File: src/rtl/vm_pkg.sv
// -----------------------------------------------------------------------------
// vm_pkg
//   Shared definitions for the vending-machine coin path.
//   - dec_state_t : coin pulse decoder state encoding
//   - COIN5_PULSES / COIN10_PULSES : pulse counts that identify each coin
//   - COIN5_VALUE / COIN10_VALUE   : coin values in units (used by vending_machine)
//   - cnt_sat_inc : saturating increment for the 2-bit pulse counter
// -----------------------------------------------------------------------------
package vm_pkg;

    typedef enum logic [2:0] {
        ST_IDLE   = 3'd0,
        ST_HIGH   = 3'd1,
        ST_GAP    = 3'd2,
        ST_DECODE = 3'd3,
        ST_JAM    = 3'd4
    } dec_state_t;

    localparam int COIN5_PULSES  = 1;
    localparam int COIN10_PULSES = 2;

    localparam int COIN5_VALUE   = 5;
    localparam int COIN10_VALUE  = 10;

    // Pulse count sticks at 3: anything beyond two pulses is malformed anyway.
    function automatic logic [1:0] cnt_sat_inc(input logic [1:0] v);
        return (v == 2'd3) ? v : v + 2'd1;
    endfunction

endpackage

File: src/rtl/pulse_sync.sv
// -----------------------------------------------------------------------------
// pulse_sync
//   Multi-flop synchronizer for a single asynchronous level.
//   Ports:
//     i_clk    in  destination clock
//     i_reset  in  asynchronous, active-high reset (chain clears to 0)
//     i_async  in  asynchronous input level
//     o_sync   out synchronized level, SYNC_STAGES cycles behind i_async
// -----------------------------------------------------------------------------
module pulse_sync #(
    parameter int SYNC_STAGES = 2
) (
    input  logic i_clk,
    input  logic i_reset,
    input  logic i_async,
    output logic o_sync
);

    logic [SYNC_STAGES-1:0] r_sync;

    always_ff @(posedge i_clk or posedge i_reset) begin
        if (i_reset) begin
            r_sync <= '0;
        end else begin
            r_sync <= {r_sync[SYNC_STAGES-2:0], i_async};
        end
    end

    assign o_sync = r_sync[SYNC_STAGES-1];

endmodule

File: src/rtl/coin_pulse_decoder.sv
// -----------------------------------------------------------------------------
// coin_pulse_decoder
//   Turns the coin validator's raw pulse train into one-cycle coin strobes.
//   One valid pulse = 5 units, two = 10 units. Short pulses are ignored as
//   glitches, three or more pulses or a stuck-high line produce a reject, and
//   any decoded coin is rejected while enable is low.
//   Ports:
//     clk         in   system clock
//     reset       in   asynchronous, active-high reset
//     coin_pulse  in   raw validator output (asynchronous, active-high)
//     enable      in   1 = accept coins, 0 = return them (sampled at decode)
//     coin5       out  one-cycle strobe, 5-unit coin accepted
//     coin10      out  one-cycle strobe, 10-unit coin accepted
//     reject      out  one-cycle strobe, coin returned / malformed / jam
//     busy        out  high while the decoder is not idle
// -----------------------------------------------------------------------------
module coin_pulse_decoder
    import vm_pkg::*;
#(
    parameter int SYNC_STAGES = 2,
    parameter int MIN_PULSE   = 4,
    parameter int MAX_PULSE   = 64,
    parameter int GAP_CYCLES  = 32
) (
    input  logic clk,
    input  logic reset,
    input  logic coin_pulse,
    input  logic enable,
    output logic coin5,
    output logic coin10,
    output logic reject,
    output logic busy
);

    localparam int WIDTH_W = $clog2(MAX_PULSE + 1);
    localparam int GAP_W   = $clog2(GAP_CYCLES + 1);

    localparam logic [WIDTH_W-1:0] WIDTH_MAX = WIDTH_W'(MAX_PULSE);
    localparam logic [WIDTH_W-1:0] WIDTH_MIN = WIDTH_W'(MIN_PULSE);
    localparam logic [GAP_W-1:0]   GAP_MAX   = GAP_W'(GAP_CYCLES);

    function automatic logic [WIDTH_W-1:0] width_inc(input logic [WIDTH_W-1:0] v);
        return (v == WIDTH_MAX) ? v : v + WIDTH_W'(1);
    endfunction

    function automatic logic [GAP_W-1:0] gap_inc(input logic [GAP_W-1:0] v);
        return (v == GAP_MAX) ? v : v + GAP_W'(1);
    endfunction

    logic               w_s;
    dec_state_t         r_state,  w_state_nxt;
    logic [WIDTH_W-1:0] r_width,  w_width_nxt;
    logic [GAP_W-1:0]   r_gap,    w_gap_nxt;
    logic [1:0]         r_cnt,    w_cnt_nxt;
    logic               r_coin5,  w_coin5_nxt;
    logic               r_coin10, w_coin10_nxt;
    logic               r_reject, w_reject_nxt;
    logic               r_busy,   w_busy_nxt;

    pulse_sync #(
        .SYNC_STAGES (SYNC_STAGES)
    ) u_sync (
        .i_clk   (clk),
        .i_reset (reset),
        .i_async (coin_pulse),
        .o_sync  (w_s)
    );

    always_ff @(posedge clk or posedge reset) begin
        if (reset) begin
            r_state  <= ST_IDLE;
            r_width  <= '0;
            r_gap    <= '0;
            r_cnt    <= '0;
            r_coin5  <= 1'b0;
            r_coin10 <= 1'b0;
            r_reject <= 1'b0;
            r_busy   <= 1'b0;
        end else begin
            r_state  <= w_state_nxt;
            r_width  <= w_width_nxt;
            r_gap    <= w_gap_nxt;
            r_cnt    <= w_cnt_nxt;
            r_coin5  <= w_coin5_nxt;
            r_coin10 <= w_coin10_nxt;
            r_reject <= w_reject_nxt;
            r_busy   <= w_busy_nxt;
        end
    end

    always_comb begin
        w_state_nxt  = r_state;
        w_width_nxt  = r_width;
        w_gap_nxt    = r_gap;
        w_cnt_nxt    = r_cnt;
        w_coin5_nxt  = 1'b0;
        w_coin10_nxt = 1'b0;
        w_reject_nxt = 1'b0;

        case (r_state)
            ST_IDLE: begin
                if (w_s) begin
                    w_state_nxt = ST_HIGH;
                    w_width_nxt = WIDTH_W'(1);
                end
            end

            ST_HIGH: begin
                // A full-length high is a jam regardless of the current line level.
                if (r_width == WIDTH_MAX) begin
                    w_state_nxt  = ST_JAM;
                    w_gap_nxt    = '0;
                    w_reject_nxt = 1'b1;
                end else if (w_s) begin
                    w_width_nxt = width_inc(r_width);
                end else if (r_width >= WIDTH_MIN) begin
                    w_cnt_nxt   = cnt_sat_inc(r_cnt);
                    w_state_nxt = ST_GAP;
                    w_gap_nxt   = GAP_W'(1);
                end else if (r_cnt == 2'd0) begin
                    // Lone glitch: nothing worth waiting for.
                    w_state_nxt = ST_IDLE;
                end else begin
                    // Glitch inside a train: restart the gap timer, keep the count.
                    w_state_nxt = ST_GAP;
                    w_gap_nxt   = GAP_W'(1);
                end
            end

            ST_GAP: begin
                if (r_gap == GAP_MAX) begin
                    w_state_nxt = ST_DECODE;
                end else if (w_s) begin
                    w_state_nxt = ST_HIGH;
                    w_width_nxt = WIDTH_W'(1);
                end else begin
                    w_gap_nxt = gap_inc(r_gap);
                end
            end

            ST_DECODE: begin
                w_state_nxt = ST_IDLE;
                w_cnt_nxt   = '0;
                if (!enable) begin
                    w_reject_nxt = 1'b1;
                end else if (r_cnt == 2'(COIN5_PULSES)) begin
                    w_coin5_nxt = 1'b1;
                end else if (r_cnt == 2'(COIN10_PULSES)) begin
                    w_coin10_nxt = 1'b1;
                end else begin
                    w_reject_nxt = 1'b1;
                end
            end

            ST_JAM: begin
                // Wait for the line to stay low a full gap before listening again.
                if (r_gap == GAP_MAX) begin
                    w_state_nxt = ST_IDLE;
                    w_cnt_nxt   = '0;
                end else if (w_s) begin
                    w_gap_nxt = '0;
                end else begin
                    w_gap_nxt = gap_inc(r_gap);
                end
            end

            default: begin
                w_state_nxt = ST_IDLE;
                w_cnt_nxt   = '0;
            end
        endcase

        // Registered from the next state so busy lines up with the state register.
        w_busy_nxt = (w_state_nxt != ST_IDLE);
    end

    assign coin5  = r_coin5;
    assign coin10 = r_coin10;
    assign reject = r_reject;
    assign busy   = r_busy;

endmodule
File: config.mk
export PLATFORM = sky130hd
export DESIGN_NAME = coin_pulse_decoder
export DESIGN_NICKNAME = d
export VERILOG_FILES = /design/src/rtl/vm_pkg.sv /design/src/rtl/pulse_sync.sv /design/src/rtl/coin_pulse_decoder.sv
export SDC_FILE = /design/constraint.sdc
export NUM_CORES = 1
export LEC_CHECK = 0
export BUFFER_PORTS_ARGS = -buffer_cell sky130_fd_sc_hd__buf_2
export CAP_MARGIN = 20
export CORE_MARGIN = 8
export CORE_UTILIZATION = 45
export CTS_CLUSTER_DIAMETER = 120
export DETAILED_ROUTE_END_ITERATION = 10
export GPL_ROUTABILITY_DRIVEN = 0
export PLACE_DENSITY = 0.68
export SYNTH_ARGS = -nofsm -noshare
export SYNTH_HDL_FRONTEND = slang
export SYNTH_HIERARCHICAL = 1
export SYNTH_SLANG_ARGS = --single-unit
File: constraint.sdc
create_clock -name clk -period 3.94 [get_ports clk]
set_input_delay 0.788 -clock clk [delete_from_list [all_inputs] [get_ports clk]]
set_output_delay 0.788 -clock clk [all_outputs]
set_load 0.005 [all_outputs]
==> reports/metrics.yaml <==
fin_ws_ps: 2044
cp.arrival_ps: 2140
synth_edf_count: 0
rrSetupSlack_ps: 2040
fp.dieW_um: 73.93
antenna_found_initial: 0
syn_to_final_growth_pct: 6.628
path_cells: "inv_1 -> ha_1 -> and2_1 -> and2_2 -> a221o_2 -> a31oi_1"
antenna_left: 0
clock.fmax_mhz: 527.4
wl_mm: 2.959
clock_sinks: 24
post_cts_buffers: 0
vias: 1146
drv_slew: 0
cp_top_family: "compound AO/OA/AOI/OAI gates"
clk_path_buf_depth: 2
synth.avg_cell_area_sq_um: 10.14
hold_buffers: 0
cts_inserted_buffers: 3
p_leak_nw: 0.6993
drt_iter0_drc: 70
grt_usage_pct: 12.13
worst-slew-pin-transition_ps: 825.9
fin_skew_ps: 8.978
post-route-period-util_pct: 48.12
finalHoldViolations: 0
drv_cap: 0
rows: 21
cts_root_buffer: "clkbuf_4"
power.density_nw_per_um2: 466.0
cp_max_fo: 6
synth-seq-cells: 24
die-area_sq_um: 5466
cp_slowest_cell: "a221o_2"
dr.pass1.iters: 4
critical_path.max_stage_delay_ps: 470
postSynth.asyncResetShare_pct: 100.0
vias_per_cell: 5.730
core-area_sq_um: 3284
criticalPathCategory: "flip-flop to flip-flop"
insertion_delay_ps: 320
syn_nets: 161
yosys_warnings: 6
ir_worst_vdd_mv: 0.3013
htreeDepth: 1
path_clk_slew_ps: 130
final_layout_size_suffix_gt1_share_pct: 16.88
netlist_area_sq_um: 1510
tns_ps: 0
yosysSeqAreaShare_pct: 39.77
ios: 8
cts_tree: "done"
io_buffers: 7
yosysUniqueCellTypes: 48
setup_viol: 0
nNetsFinal: 167
final_cells: 200
crit_path_end_kind: "flip-flop"
rsz0062_at_grt: "no"
initial_core_util_pct: 45.98
postSynthCellCount: 149
die_h_um: 73.93
worstPathRequired_ps: 4190
antenna_cells: 0
critPathBufInv: 1
dpl.cell_count: 196
dp_slack_ps: 2059
layout_commonest_cell: "dfrtp_1"
synth_ff_type: "dfrtp_1"
max-slew-margin-rel_pct: 44.88
layout_common_cells: "dfrtp_1, inv_1, nand2b_1, a21oi_1, nand2_1"
status: "complete, no violations"
grt_first_pass_wirelength_mm: 5.175
cts_resized: 0
holdCritPathClass: "input port to asynchronous set/reset pin"
grt_pass1_vias: 1166
start_kind: "flip-flop"
routedWlPerCell_um: 14.80
dp_hpwl_mm: 2.209
overflow: 0
route.detailed.drc: 0
period_minus_slack_ps: 1896
grt_max_degree: 23
-- cells in the mapped netlist (all sizes together), types with 2 or more instances --
master	n	area (sq um)
a211oi	3	22.52
a21oi	9	45.04
a22o	2	17.52
a31o	2	17.52
a31oi	4	25.02
a41oi	2	17.52
and2	3	20.02
and3	2	13.77
and4	2	17.52
buf	5	25.02
dfrtp	24	600.6
ha	8	100.1
inv	13	48.80
mux2i	7	70.07
nand2	9	33.78
nand2b	9	56.30
nand3	3	15.01
nand4	4	25.02
nand4bb	2	22.52
nor2	6	22.52
nor2b	2	12.51
nor4	3	33.78
o21ai	3	18.77
or3b	2	17.52
-- worst register-to-register path, delay by kind of cell (launching register included) --
| kind | cells | cell delay (ps) |
|---|---|---|
| AND/OR/NAND/NOR | 2 | 430 |
| adder cells (fa/ha/maj) | 1 | 200 |
| AO/OA/AOI/OAI | 2 | 700 |
| flip-flops | 1 | 410 |
| buffers and inverters | 1 | 90 |
-- state kept, by name, indices dropped and copies added, names as in the netlist --
signal         flops
r_cnt              2
busy               1
r_width            7
coin10             1
u_sync/r_sync      2
r_gap              6
r_state            3
reject             1
coin5              1
-- layout make-up --
type | count | area [sq um]
fillers | 322 | 1674
multi-input cells | 106 | 832.0
flip-flops and latches | 24 | 600.6
well taps | 46 | 57.56
inverters | 13 | 48.80
clock buffers | 4 | 36.28
repair buffers | 7 | 35.03
-- layer usage --
layer / routed length [um] / global-route usage (%) / part of all wire (%) / vias to the layer above
met2: 1458 / 20.70 / 49 / 17
met1: 1367 / 14.13 / 46 / 570
met3: 98 / 3.235 / 3.3 / 5
met4: 36 / 4.435 / 1.2 / 0
met5: 0 / 0 / 0 / -
li1: - / - / - / 554
-- final timing paths --
path                             startpoint                to  depth (start not counted)
min in group clk           u_sync/r_sync[0]  u_sync/r_sync[1]                          0
max in group asynchronous             reset        r_width[2]                          2
min                                   reset  u_sync/r_sync[0]                          2
min reg2reg                u_sync/r_sync[0]  u_sync/r_sync[1]                          0
max reg2reg                      r_width[0]          r_gap[5]                          6
max                              r_width[0]          r_gap[5]                          6
-- power by group --
| group | total (mW) | switching [mW] | internal [mW] |
|---|---|---|---|
| combinational | 0.264 | 0.141 | 0.123 |
| sequential | 0.357 | 0.0661 | 0.291 |
| clock | 0.130 | 0.0729 | 0.0566 |
-- metrics by stage --
stage | hold WS, ps | utilization, % | area [sq um] | power (mW)
after floorplan | 331.2 | - | 1510 | 0.5650
after detailed placement | 346.5 | 47.92 | 1574 | 0.6273
after CTS | 294.6 | 49.03 | 1610 | 0.7589
after global routing | 294.9 | 49.03 | 1610 | 0.8152
final | 305.5 | 49.03 | 1610 | 0.7504
after global placement | 341.2 | 47.92 | 1574 | 0.6124
-- cells by family (layout without fill, tap and decap cells) --
kind of cell | count (synthesis) | count (layout) | synth area share [%]
muxes | 8 | 8 | 5.385
adders and majority gates | 8 | 8 | 6.628
xor gates and xnor gates | 1 | 1 | 0.5801
AOI/OAI and AO/OA | 37 | 37 | 20.38
and+or+nand+nor | 52 | 52 | 22.12
buffers and inverters | 19 | 24 | 5.136
DFF | 24 | 24 | 39.77
Power figures use the tool's default switching activity.
